$ cat config.mk
export PLATFORM = sky130hd
export DESIGN_NAME = morse_rx_decoder
export DESIGN_NICKNAME = d
export VERILOG_FILES = /design/src/rtl/morse_rx_decoder.sv
export SDC_FILE = /design/constraint.sdc
export NUM_CORES = 1
export LEC_CHECK = 0
export ABC_AREA = 1
export BUFFER_PORTS_ARGS = -buffer_cell sky130_fd_sc_hd__buf_2
export CAP_MARGIN = 20
export CORE_UTILIZATION = 35
export DETAILED_ROUTE_END_ITERATION = 8
export PLACE_DENSITY = 0.58
export SYNTH_ARGS = -nofsm -noshare
export SYNTH_HDL_FRONTEND = slang
export SYNTH_SLANG_ARGS = --single-unit
$ cat constraint.sdc
create_clock -name morse_clk -period 4.2 [get_ports morse_clk]
set_clock_uncertainty 0.15 [all_clocks]
set_input_delay 0.84 -clock morse_clk [delete_from_list [all_inputs] [get_ports morse_clk]]
set_output_delay 0.84 -clock morse_clk [all_outputs]
set_load 0.005 [all_outputs]
$ cat src/rtl/morse_rx_decoder.sv
// Morse receiver: synchronises and de-glitches an on/off keying envelope, times
// marks and spaces in prescaled ticks, and decodes elements into ASCII characters.
module morse_rx_decoder #(
   parameter int unsigned TICK_DIV     = 7062,
   parameter int unsigned UNIT_TICKS   = 60,
   parameter int unsigned GLITCH_TICKS = 3,
   parameter int unsigned CNT_W        = 10
) (
   input  logic       morse_clk,
   input  logic       sys_rst_n,
   input  logic       key_in,
   output logic [7:0] char_data,
   output logic       char_valid,
   input  logic       char_ready,
   output logic       key_clean,
   output logic       overflow,
   output logic       busy
);

   localparam int unsigned DIV_W = $clog2(TICK_DIV);
   localparam int unsigned GW    = $clog2(GLITCH_TICKS + 1);

   localparam logic [DIV_W-1:0] DIV_LAST    = DIV_W'(TICK_DIV - 1);
   localparam logic [GW-1:0]    GLITCH_LAST = GW'(GLITCH_TICKS - 1);
   localparam logic [CNT_W-1:0] DASH_MIN    = CNT_W'(2 * UNIT_TICKS);
   localparam logic [CNT_W-1:0] WORD_GAP    = CNT_W'(5 * UNIT_TICKS);

   typedef enum logic [1:0] {
      IDLE  = 2'd0,
      MARK  = 2'd1,
      SPACE = 2'd2
   } state_t;

   state_t           state, state_n;
   logic             key_meta, key_s, key_clean_d;
   logic [DIV_W-1:0] div_cnt;
   logic             tick;
   logic [GW-1:0]    gcnt;
   logic             rise, fall;
   logic [CNT_W-1:0] cnt, cnt_n, cnt_inc;
   logic [5:0]       sym, sym_n;
   logic [2:0]       len, len_n;
   logic             bad, bad_n;
   logic             emit;
   logic [7:0]       emit_char;

   // Pattern is right-aligned in sym; the first element sent is bit len-1.
   function automatic logic [7:0] decode(input logic [2:0] l, input logic [5:0] s,
                                         input logic b);
      logic [7:0] c;
      case ({l, s})
         9'b001_000000: c = 8'h45; // E
         9'b001_000001: c = 8'h54; // T
         9'b010_000000: c = 8'h49; // I
         9'b010_000001: c = 8'h41; // A
         9'b010_000010: c = 8'h4E; // N
         9'b010_000011: c = 8'h4D; // M
         9'b011_000000: c = 8'h53; // S
         9'b011_000001: c = 8'h55; // U
         9'b011_000010: c = 8'h52; // R
         9'b011_000011: c = 8'h57; // W
         9'b011_000100: c = 8'h44; // D
         9'b011_000101: c = 8'h4B; // K
         9'b011_000110: c = 8'h47; // G
         9'b011_000111: c = 8'h4F; // O
         9'b100_000000: c = 8'h48; // H
         9'b100_000001: c = 8'h56; // V
         9'b100_000010: c = 8'h46; // F
         9'b100_000100: c = 8'h4C; // L
         9'b100_000110: c = 8'h50; // P
         9'b100_000111: c = 8'h4A; // J
         9'b100_001000: c = 8'h42; // B
         9'b100_001001: c = 8'h58; // X
         9'b100_001010: c = 8'h43; // C
         9'b100_001011: c = 8'h59; // Y
         9'b100_001100: c = 8'h5A; // Z
         9'b100_001101: c = 8'h51; // Q
         9'b101_001111: c = 8'h31;
         9'b101_000111: c = 8'h32;
         9'b101_000011: c = 8'h33;
         9'b101_000001: c = 8'h34;
         9'b101_000000: c = 8'h35;
         9'b101_010000: c = 8'h36;
         9'b101_011000: c = 8'h37;
         9'b101_011100: c = 8'h38;
         9'b101_011110: c = 8'h39;
         9'b101_011111: c = 8'h30;
         default:       c = 8'h2A;
      endcase
      return b ? 8'h2A : c;
   endfunction

   always_ff @(posedge morse_clk or negedge sys_rst_n) begin
      if (!sys_rst_n) begin
         key_meta <= 1'b0;
         key_s    <= 1'b0;
      end else begin
         key_meta <= key_in;
         key_s    <= key_meta;
      end
   end

   assign tick = (div_cnt == DIV_LAST);

   always_ff @(posedge morse_clk or negedge sys_rst_n) begin
      if (!sys_rst_n) begin
         div_cnt <= '0;
      end else if (tick) begin
         div_cnt <= '0;
      end else begin
         div_cnt <= div_cnt + 1'b1;
      end
   end

   // Same persistence requirement on both edges keeps mark/space lengths intact.
   always_ff @(posedge morse_clk or negedge sys_rst_n) begin
      if (!sys_rst_n) begin
         key_clean   <= 1'b0;
         key_clean_d <= 1'b0;
         gcnt        <= '0;
      end else begin
         key_clean_d <= key_clean;
         if (tick) begin
            if (key_s != key_clean) begin
               if (gcnt == GLITCH_LAST) begin
                  key_clean <= key_s;
                  gcnt      <= '0;
               end else begin
                  gcnt <= gcnt + 1'b1;
               end
            end else begin
               gcnt <= '0;
            end
         end
      end
   end

   assign rise    = key_clean & ~key_clean_d;
   assign fall    = ~key_clean & key_clean_d;
   assign cnt_inc = (&cnt) ? cnt : cnt + 1'b1;

   always_ff @(posedge morse_clk or negedge sys_rst_n) begin
      if (!sys_rst_n) begin
         state <= IDLE;
         cnt   <= '0;
         sym   <= '0;
         len   <= '0;
         bad   <= 1'b0;
      end else begin
         state <= state_n;
         cnt   <= cnt_n;
         sym   <= sym_n;
         len   <= len_n;
         bad   <= bad_n;
      end
   end

   always_comb begin
      state_n   = state;
      cnt_n     = cnt;
      sym_n     = sym;
      len_n     = len;
      bad_n     = bad;
      emit      = 1'b0;
      emit_char = '0;
      case (state)
         IDLE: begin
            cnt_n = '0;
            sym_n = '0;
            len_n = '0;
            bad_n = 1'b0;
            if (rise) state_n = MARK;
         end
         MARK: begin
            if (fall) begin
               if (len == 3'd6) begin
                  bad_n = 1'b1;
               end else begin
                  sym_n = {sym[4:0], (cnt >= DASH_MIN)};
                  len_n = len + 3'd1;
               end
               cnt_n   = '0;
               state_n = SPACE;
            end else if (tick) begin
               cnt_n = cnt_inc;
            end
         end
         SPACE: begin
            if (rise) begin
               cnt_n   = '0;
               state_n = MARK;
            end else if (tick) begin
               cnt_n = cnt_inc;
               if (cnt_inc == DASH_MIN) begin
                  emit      = 1'b1;
                  emit_char = decode(len, sym, bad);
                  sym_n     = '0;
                  len_n     = '0;
                  bad_n     = 1'b0;
               end else if (cnt_inc == WORD_GAP) begin
                  emit      = 1'b1;
                  emit_char = 8'h20;
                  state_n   = IDLE;
               end
            end
         end
         default: state_n = IDLE;
      endcase
   end

   always_ff @(posedge morse_clk or negedge sys_rst_n) begin
      if (!sys_rst_n) begin
         char_data  <= '0;
         char_valid <= 1'b0;
         overflow   <= 1'b0;
      end else if (emit) begin
         if (!char_valid || char_ready) begin
            char_data  <= emit_char;
            char_valid <= 1'b1;
         end else begin
            overflow <= 1'b1;
         end
      end else if (char_valid && char_ready) begin
         char_valid <= 1'b0;
      end
   end

   assign busy = (state == MARK) || (state == SPACE);

endmodule

==> key figures, run 1 <==
Setup path
  – CP max FO: 19
  – CP required: 4.25 ns
  – Most used cell, CP: nand2_1
  – WP buf/inv: 1
  – Crit path max-delay cell type: dfrtp_1
  – Critical Path End Type: register
  – CP Data Arrival Time: 2.51 ns
  – Worst setup path class: reg -> reg
  – Worst Reg2Reg Path Length in Cells: 11
  – Startpoint types: register
  – Worst path top cell family by delay: simple AND/OR/NAND/NOR gates
  – Critical path's largest stage delay: 0.41 ns
  – Crit-path cells: inv_1, ha_1, nand2_1, nor2_1, nand3_1, o21ai_0, nand2_1, nor2_1, nand2_4, o21ai_0, nand2_1
  – Crit path depth: 11

Die
  – Die Wd: 105 um
  – Core footprint: 10,300 um2
  – Initial Utilization: 0.359
  – Num rows: 37
  – Die Span Y: 105 um
  – Die area: 10,900 um2
  – Io pins: 16

Global routing
  – First-pass GRT wire length: 15,200 um
  – Vias in the first global route: 3,320
  – GRT busiest layer: met2
  – Grt total ovfl: 0
  – Largest net degree at the start of global routing: 27
  – Met3 usage: 0.0281
  – Initial antenna violation count: 0
  – GR met1 Demand/Resource: 0.215
  – Aggregate global-route resource usage: 0.168
  – GR Layer Usage met2: 0.281

Timing
  – Worst Tran Pin Value: 0.623 ns
  – Headroom to the max-slew limit: 0.585
  – Fin Hold WS: 0.213 ns
  – Max Slew Vio Count: 0
  – Min Tclk post-route: 2.46 ns
  – Maximum clock frequency: 407 MHz
  – Final setup viols: 0
  – TNS Setup: 0 ns
  – RSZ-0062 raised after global routing: no
  – Final worst path period share: 0.586
  – Final hold violation count: 0

Synth
  – Mapped Area: 3690 um2
  – #FFs+latches synth: 50
  – Synth async-reset ratio: 1.00
  – EDFF count, synth: 0
  – Count of cell types in the netlist: 43
  – Cell count after synthesis: 527
  – Synth warn: 0
  – Synth Flop Type: dfrtp_1
  – Seq/Total Area, Yosys: 0.339
  – Post-Syn Nets: 544
  – Avg Inst Size Synth: 7.00 um2

Final layout
  – Fill cells: 1,097
  – Fin cells: 676
  – Share of cells above drive strength 1: 0.131
  – Final instance area: 3950 um2
  – Final #Nets: 556
  – Most frequent cells in the layout: nand2_1 (124), inv_1 (80), nor2_1 (74)
  – P&R area growth vs syn: 6.99%
  – Commonest non-fill, non-tap cell in the layout: nand2_1
  – # diodes: 0

Clock network
  – Clock Path Buffers: 2
  – Num CTS Buffers: 5
  – Number of setup buffers added after CTS: 0
  – Post_cts resized: 0
  – CTS tree: yes
  – Worst-path clk slew: 0.10 ns
  – TritonCTS Sinks: 50
  – CTS root buf: clkbuf_8
  – Clock latency at the later pin of the worst-skew pair: 0.30 ns
  – CTS hold repair buffers: 0
  – H-tree levels: 2

Placement
  – Post-DP Area: 3850 um2
  – PortBufs: 14
  – Gpl congestion: 0.986
  – DPL Wire Length: 6490 um
  – # placed instances: 668

Pwr
  – Cell Pwr Density: 204 nW/um2
  – Max VDD drop: 0.000170 V
  – Leakage: 1.99 nW
  – Overall power: 806 uW

Routing
  – DR iter-0 viols: 206
  – WL per Instance: 12.6 um
  – Remaining DRCs: 0
  – Via Count: 3,388
  – Post-Route WL: 8550 um
  – Vias per cell: 5.01
  – ANT nets after route: 0
  – Pre-antenna DRT Iters: 5

Run status
  – Status: finished, final reports clean

Worst hold path
  – Tightest Hold Check Type: reg -> reg
  – Hold path cells: 0

Job
  – Max-cap violations: 0
-- metal layers --
metal | part of all wire | wire length, um
met1 | 0.45 | 3880
met2 | 0.46 | 3920
met3 | 0.056 | 477
met4 | 0.031 | 266
met5 | 0 | 0
-- Yosys cell counts, types with 5 or more instances --
library cell | count | area (um2)
dfrtp_1 | 50 | 1250
nor3_1 | 10 | 50.1
nand2_2 | 13 | 81.3
o21ai_2 | 9 | 78.8
a21oi_1 | 15 | 75.1
nand2_4 | 6 | 67.6
inv_1 | 80 | 300
nand3_1 | 35 | 175
ha_1 | 13 | 163
nor2_2 | 5 | 31.3
o21ai_0 | 28 | 140
nand4_1 | 13 | 81.3
nand2_1 | 124 | 465
nor2_1 | 74 | 278
-- per-stage QoR --
step,setup WS [ns],util
final,1.74,0.384
after global routing,1.46,0.384
after CTS,1.77,0.384
after detailed placement,1.79,0.374
after global placement,1.79,0.374
after floorplan,2.16,-
-- flip-flops by register name, summed over array words and instances, names as in the netlist, 2 cells and up --
signal,cells
cnt,10
div_cnt,13
state,2
char_data,7
gcnt,2
len,3
sym,6
-- path summary, 6_finish.rpt --
path	from	to	slack, ns
worst max-delay path	div_cnt[1]	bad	1.74
worst min-delay path	key_meta	key_s	0.21
worst max register to register	div_cnt[1]	bad	1.74
worst min register to register	key_meta	key_s	0.21
max in group asynchronous	sys_rst_n	gcnt[0]	2.75
min in group asynchronous	sys_rst_n	char_data[4]	0.39
-- power by group --
| group | leakage (nW) | internal (mW) | switching, mW |
|---|---|---|---|
| registers | 0.657 | 0.483 | 0.000617 |
| logic | 1.29 | 0.00233 | 0.0107 |
| clock network | 0.0506 | 0.125 | 0.185 |
| total | 1.99 | 0.610 | 0.196 |
-- worst register-to-register path, stage by stage (launching register included) --
cell     delay (ns)
dfrtp_1        0.41
inv_1          0.06
ha_1           0.16
nand2_1        0.05
nor2_1         0.08
nand3_1        0.38
o21ai_0        0.37
nand2_1        0.08
nor2_1         0.18
nand2_4        0.19
o21ai_0        0.19
nand2_1        0.06
-- cell type report --
cell class	count	area (um2)	share of cell area
Clock buffer	5	68.8	0.0174
Clock inverter	3	28.8	0.00729
Inverter	83	312	0.0790
Multi-Input combinational cell	384	2040	0.516
Sequential cell	50	1250	0.317
Tap cell	136	170	0.0431
Timing Repair Buffer	15	77.6	0.0197
-- cell families (layout without fill, tap and decap cells) --
kind of cell | after synthesis | in the layout | share of synthesized area
AO/OA/AOI/OAI | 71 | 71 | 0.117
XOR/XNOR | 4 | 4 | 0.00950
adder cells (fa/ha/maj) | 13 | 13 | 0.0441
buffers and inverters | 93 | 106 | 0.108
flip-flops | 50 | 50 | 0.339
other | 1 | 1 | 0.00102
AND/OR/NAND/NOR | 295 | 295 | 0.380
(Power assumes the default switching activity.)
==> run 2: changes to the inputs <==
- clock period: 4.2 -> 2.54 ns (I/O delays scaled with it)
==> run 2 against run 1 <==
Effect of this change:
- hold slack got worse by 0.19 ns
- total power rose by 73%
- critical path depth is 1 higher
- sequential cell count stayed put
- setup slack got worse by 1.5 ns
- sequential share of layout area shrank 0.59 points
==> key figures, run 2 (synthesis gave the netlist of run 1 again) <==
Run status
  – Status: finished, final reports clean

Timing
  – Max Slew Vio Count: 0 (unchanged)
  – Worst Slack Setup Final: 0.251 ns (-1.49 ns)
  – Final hold violation count: 0 (unchanged)
  – TNS Setup: 0 ns (unchanged)
  – Min Tclk post-route: 2.29 ns (-0.171 ns)
  – RSZ-0062 raised after global routing: no
  – Maximum clock frequency: 437 MHz (+7.5%)
  – Fin Hold WS: 0.0230 ns (-0.190 ns)
  – Final worst path period share: 0.901 (+0.316)
  – Final setup viols: 0 (unchanged)

Placement
  – Post-DP Area: 3910 um2 (+1.5%)
  – Gpl congestion: 0.924 (-6.2%)
  – PortBufs: 14 (unchanged)
  – # placed instances: 674 (+0.90%)
  – DPL Wire Length: 6700 um (+3.2%)
  – Post-place setup slack: 0.161 ns (-1.63 ns)

Global routing
  – Initial antenna violation count: 0 (unchanged)
  – GR met1 Demand/Resource: 0.214 (-0.000923)
  – Grt total ovfl: 0 (unchanged)
  – Aggregate global-route resource usage: 0.165 (-0.00328)
  – GRT busiest layer: met2
  – GR Layer Usage met2: 0.282 (+0.000946)
  – Vias in the first global route: 3,201 (-3.6%)
  – Largest net degree at the start of global routing: 51 (+89%)
  – First-pass GRT wire length: 14,700 um (-3.1%)
  – Met3 usage: 0.0243 (-0.00374)

Final layout
  – Largest registers: div_cnt x13, cnt x10, char_data x7
  – Max reg flops: 13 (unchanged)
  – Commonest non-fill, non-tap cell in the layout: nand2_1
  – Share of cells above drive strength 1: 0.143 (+0.0114)
  – Final instance area: 4020 um2 (+1.9%)
  – Fin cells: 682 (+0.89%)
  – # diodes: 0 (unchanged)
  – Sequential Area: 1250 um2 (unchanged)
  – Final #Nets: 562 (+1.1%)
  – Reg with most FFs: div_cnt
  – Fill cells: 1,115 (+1.6%)
  – Most frequent cells in the layout: nand2_1 (124), inv_1 (80), nor2_1 (74)
  – Multi-input logic area: 2040 um2 (+0.12%)
  – Final core occ: 0.391 (+0.00730)
  – P&R area growth vs syn: 9.03%

Pwr
  – Max VDD drop: 0.000219 V (+29%)
  – Leakage: 2.03 nW (+2.0%)
  – Cell Pwr Density: 347 nW/um2 (+70%)
  – Overall power: 1.40 mW (+73%)

Clock network
  – Num CTS Buffers: 5 (unchanged)
  – CTS root buf: clkbuf_8
  – TritonCTS Sinks: 50 (unchanged)
  – Clock latency at the later pin of the worst-skew pair: 0.31 ns (about the same)
  – Number of setup buffers added after CTS: 0 (unchanged)
  – CTS tree: yes
  – Worst-path clk slew: 0.09 ns (about the same)
  – H-tree levels: 2 (unchanged)
  – Clock Path Buffers: 2 (unchanged)

Die
  – Initial Utilization: 0.359 (unchanged)
  – Die area: 10,900 um2 (unchanged)
  – Die Wd: 105 um (unchanged)
  – Io pins: 16 (unchanged)
  – Core footprint: 10,300 um2 (unchanged)
  – Die Span Y: 105 um (unchanged)
  – Num rows: 37 (unchanged)

Routing
  – Vias per cell: 4.86 (-3.1%)
  – Post-Route WL: 8590 um (+0.48%)
  – Remaining DRCs: 0 (unchanged)
  – ANT nets after route: 0 (unchanged)
  – WL per Instance: 12.6 um (-0.40%)
  – Pre-antenna DRT Iters: 4 (-1)
  – DR iter-0 viols: 182 (-12%)
  – Via Count: 3,313 (-2.2%)

Setup path
  – CP max FO: 19 (unchanged)
  – Reg2reg end: bad
  – Crit. Startpoint: cnt[0]
  – Startpoint types: register
  – R2r startpoint: cnt[0]
  – Worst setup path class: reg -> reg
  – CP required: 2.59 ns (-1.66 ns)
  – Worst Reg2Reg Path Length in Cells: 12 (+1)
  – Critical Path End Type: register
  – CP Data Arrival Time: 2.34 ns (-0.17 ns)
  – Worst setup path end: bad
  – Reg2Reg Setup Slack: 0.25 ns (-1.49 ns)

Worst hold path
  – Tightest Hold Check Type: in -> async

Job
  – Max-cap violations: 0 (unchanged)
==> run 2: cell count changes in the layout (fill, tap and decap cells not counted) <==
cell,before,now
ha_2,0,1
ha_1,13,12
clkinv_2,0,1
buf_12,0,1
inv_8,1,0
buf_4,1,6
bufinv_16,0,1
clkinv_4,1,0
==> run 2: worst max-delay path, cell delays in order, from the launching register on <==
cell and delay, ns:
dfrtp_1 0.41, ha_1 0.25, nand3_2 0.12, nor2_4 0.19, nand3_1 0.09, nand2_1 0.14
nand3_2 0.11, nor2_4 0.15, nand2_4 0.08, nand2_4 0.07, nand2_4 0.15, o21ai_0 0.19
nand2_1 0.06
==> run 2: worst min path at each step <==
stage / from / end / slack, ns / depth (start not counted)
final: sys_rst_n / char_data[0] / 0.02 / 2
after global routing: sys_rst_n / char_data[0] / 0.04 / 2
after CTS: sys_rst_n / len[2] / 0.03 / 2
after detailed placement: key_meta / key_s / 0.19 / 0
after global placement: key_meta / key_s / 0.19 / 0
after floorplan: sys_rst_n / bad / 0.06 / 0
==> run 2: where the power goes <==
part / internal [mW] / total [mW] / switching (mW)
logic: 0.00614 / 0.0233 / 0.0172
clock network: 0.296 / 0.573 / 0.277
registers: 0.798 / 0.799 / 0.00108
==> run 2: cell type report <==
cell class	instances	share of cell area
Multi-Input combinational cell	384	0.507
Sequential cell	50	0.311
Inverter	83	0.0775
Tap cell	136	0.0423
Timing Repair Buffer	21	0.0336
Clock buffer	5	0.0171
Clock inverter	3	0.0109
==> run 2: timing repair <==
item / in CTS / in global routing
endpoints found under the hold margin: 0 / 0
resized for setup: 0 / 1
setup endpoints to repair: 0 / 2
hold buffers: 0 / 0
==> run 2: layer usage <==
layer  vias up  wire, um
li1       1710         -
met1      1512      4060
met2        79      4050
met3        12       372
met4         0       100
met5         -         0
==> run 3: changes to the inputs <==
- CORE_MARGIN: unset -> 10
==> run 3 against run 2 <==
Effect of this change:
- cell count unchanged
- sequential cell count unchanged
- largest power group unchanged
- critical path depth increased by 1
==> key figures, run 3 (synthesis gave the netlist of run 1 again) <==
Clock network
  – Clock latency at the later pin of the worst-skew pair: 0.31 ns (about the same)
  – Post_cts resized: 0 (unchanged)
  – H-tree levels: 2 (unchanged)
  – CTS hold repair buffers: 0 (unchanged)
  – Clock Path Buffers: 2 (unchanged)
  – CTS root buf: clkbuf_8
  – Worst-path clk slew: 0.11 ns (+0.02 ns)
  – CTS tree: yes
  – Number of setup buffers added after CTS: 0 (unchanged)
  – TritonCTS Sinks: 50 (unchanged)
  – Num CTS Buffers: 5 (unchanged)

Die
  – Die area: 15,000 um2 (+37%)
  – Core footprint: 10,300 um2 (unchanged)
  – Io pins: 16 (unchanged)
  – Die Span Y: 123 um (+17%)
  – Initial Utilization: 0.359 (unchanged)
  – Num rows: 37 (unchanged)
  – Die Wd: 123 um (+17%)

Timing
  – Final worst path period share: 0.894 (-0.00700)
  – Final hold violation count: 0 (unchanged)
  – Maximum clock frequency: 440 MHz (+0.78%)
  – Final setup viols: 0 (unchanged)
  – TNS Setup: 0 ns (unchanged)
  – Max Slew Vio Count: 0 (unchanged)
  – Worst Slack Setup Final: 0.269 ns (+0.0178 ns)
  – Min Tclk post-route: 2.27 ns (-0.0178 ns)
  – RSZ-0062 raised after global routing: no

Pwr
  – Comb power frac: 0.017 (about the same)
  – Max VDD drop: 0.000239 V (+9.0%)
  – Sw frac: 0.214 (+0.00196)
  – Leakage: 2.03 nW (-0.18%)
  – Clock power share: 0.415 (+0.004)
  – Switch Pwr: 300 uW (+1.6%)
  – Seq pwr share: 0.569 (-0.004)
  – Cell Pwr Density: 349 nW/um2 (+0.56%)
  – Internal power: 1.10 mW (+0.43%)

Final layout
  – Largest registers: div_cnt x13, cnt x10, char_data x7
  – # diodes: 0 (unchanged)
  – Reg with most FFs: div_cnt
  – Fill cells: 1,089 (-2.3%)
  – P&R area growth vs syn: 9.16%
  – Commonest non-fill, non-tap cell in the layout: nand2_1
  – Final #Nets: 562 (unchanged)
  – Share of cells above drive strength 1: 0.143 (unchanged)
  – Max reg flops: 13 (unchanged)
  – Most frequent cells in the layout: nand2_1 (124), inv_1 (80), nor2_1 (74)
  – Fin cells: 682 (unchanged)

Setup path
  – Worst path top cell family by delay: simple AND/OR/NAND/NOR gates
  – Crit-path cells: ha_1, nand2_2, nor2_8, nand3_4, nand2_1, inv_1, nand3b_4, nor2_4, nand2_4, nand2_4, nand2_4, o21ai_0, nand2_1
  – R2r startpoint: cnt[0]
  – Startpoint types: register
  – Critical path's largest stage delay: 0.42 ns (about the same)
  – WP buf/inv: 1 (+1)
  – Most used cell, CP: nand2_4
  – Crit. Startpoint: cnt[0]
  – CP Data Arrival Time: 2.33 ns (about the same)
  – CP required: 2.60 ns (about the same)
  – Worst setup path class: reg -> reg
  – CP max FO: 19 (unchanged)
  – Crit path max-delay cell type: dfrtp_1
  – Critical Path End Type: register

Placement
  – DPL Wire Length: 6680 um (-0.26%)
  – Post-place setup slack: 0.195 ns (+0.0340 ns)
  – # placed instances: 674 (unchanged)
  – PortBufs: 14 (unchanged)
  – Gpl congestion: 0.970 (+4.9%)

Global routing
  – Largest net degree at the start of global routing: 51 (unchanged)
  – Initial antenna violation count: 0 (unchanged)
  – Grt total ovfl: 0 (unchanged)
  – First-pass GRT wire length: 15,100 um (+2.2%)
  – Aggregate global-route resource usage: 0.119 (-0.0457)
  – Vias in the first global route: 3,307 (+3.3%)

Job
  – Max-cap violations: 0 (unchanged)

Routing
  – Pre-antenna DRT Iters: 4 (unchanged)
  – Vias per cell: 4.88 (+0.54%)
  – Via Count: 3,331 (+0.54%)
  – WL per Instance: 12.6 um (-0.12%)
  – ANT nets after route: 0 (unchanged)
  – DR iter-0 viols: 284 (+56%)
  – Post-Route WL: 8580 um (-0.12%)
  – Remaining DRCs: 0 (unchanged)

Run status
  – Status: finished, final reports clean

Worst hold path
  – Tightest Hold Check Type: in -> async
[run 3: cell count changes in the layout (fill, tap and decap cells not counted), sizes merged]
cell      previous run  this run
clkinv               2         1
clkinvlp             0         1
[run 3: worst reg2reg max path: stages, from the launching register on]
cell,delay [ns]
dfrtp_1,0.42
ha_1,0.27
nand2_2,0.14
nor2_8,0.05
nand3_4,0.12
nand2_1,0.09
inv_1,0.13
nand3b_4,0.10
nor2_4,0.16
nand2_4,0.09
nand2_4,0.07
nand2_4,0.14
o21ai_0,0.19
nand2_1,0.06
[run 3: per-stage QoR]
stage | power [mW] | util | hold WS [ns] | cell area, um2
final | 1.40 | 0.392 | 0.0116 | 4030
after global routing | 1.46 | 0.392 | 0.0123 | 4030
after detailed placement | 0.840 | 0.380 | 0.193 | 3910
after CTS | 1.42 | 0.391 | 0.0249 | 4020
after floorplan | 0.817 | - | 0.0624 | 3690
after global placement | 0.839 | 0.380 | 0.189 | 3910
[run 3: power groups by stage]
stage / Combinational [mW] / Sequential, mW / Clock (mW)
final: 0.0234 / 0.799 / 0.582
after global routing: 0.0272 / 0.799 / 0.634
after CTS: 0.0251 / 0.799 / 0.601
after detailed placement: 0.0252 / 0.815 / 0
after global placement: 0.0250 / 0.814 / 0
after floorplan: 0.00263 / 0.815 / 0
[run 3: metal layers]
layer  part of all wire  up-vias  track usage  wire [um]
met5                  0        -            0          0
met4              0.018        0       0.0398        155
met3              0.035       16       0.0202        303
met2               0.48       74        0.204       4100
met1               0.47     1535        0.148       4020
li1                   -     1706            -          -
[run 3: final cells by class]
class | count | area, um2 | share of cell area
clock inverter | 3 | 48.8 | 0.0121
sequential | 50 | 1250 | 0.311
tap | 136 | 170 | 0.0423
inverter | 83 | 312 | 0.0774
multi-input combinational | 384 | 2040 | 0.507
timing repair buffer | 21 | 135 | 0.0336
clock buffer | 5 | 68.8 | 0.0171
[run 3: path summary, 6_finish.rpt]
check	cells after the start	end	slack, ns
max in group asynchronous	2	sym[1]	1.98
setup / recovery	13	bad	0.27
min in group morse_clk	1	key_meta	0.16
hold / removal	2	char_valid	0.01
hold reg to reg	0	key_s	0.21
setup reg to reg	13	bad	0.27
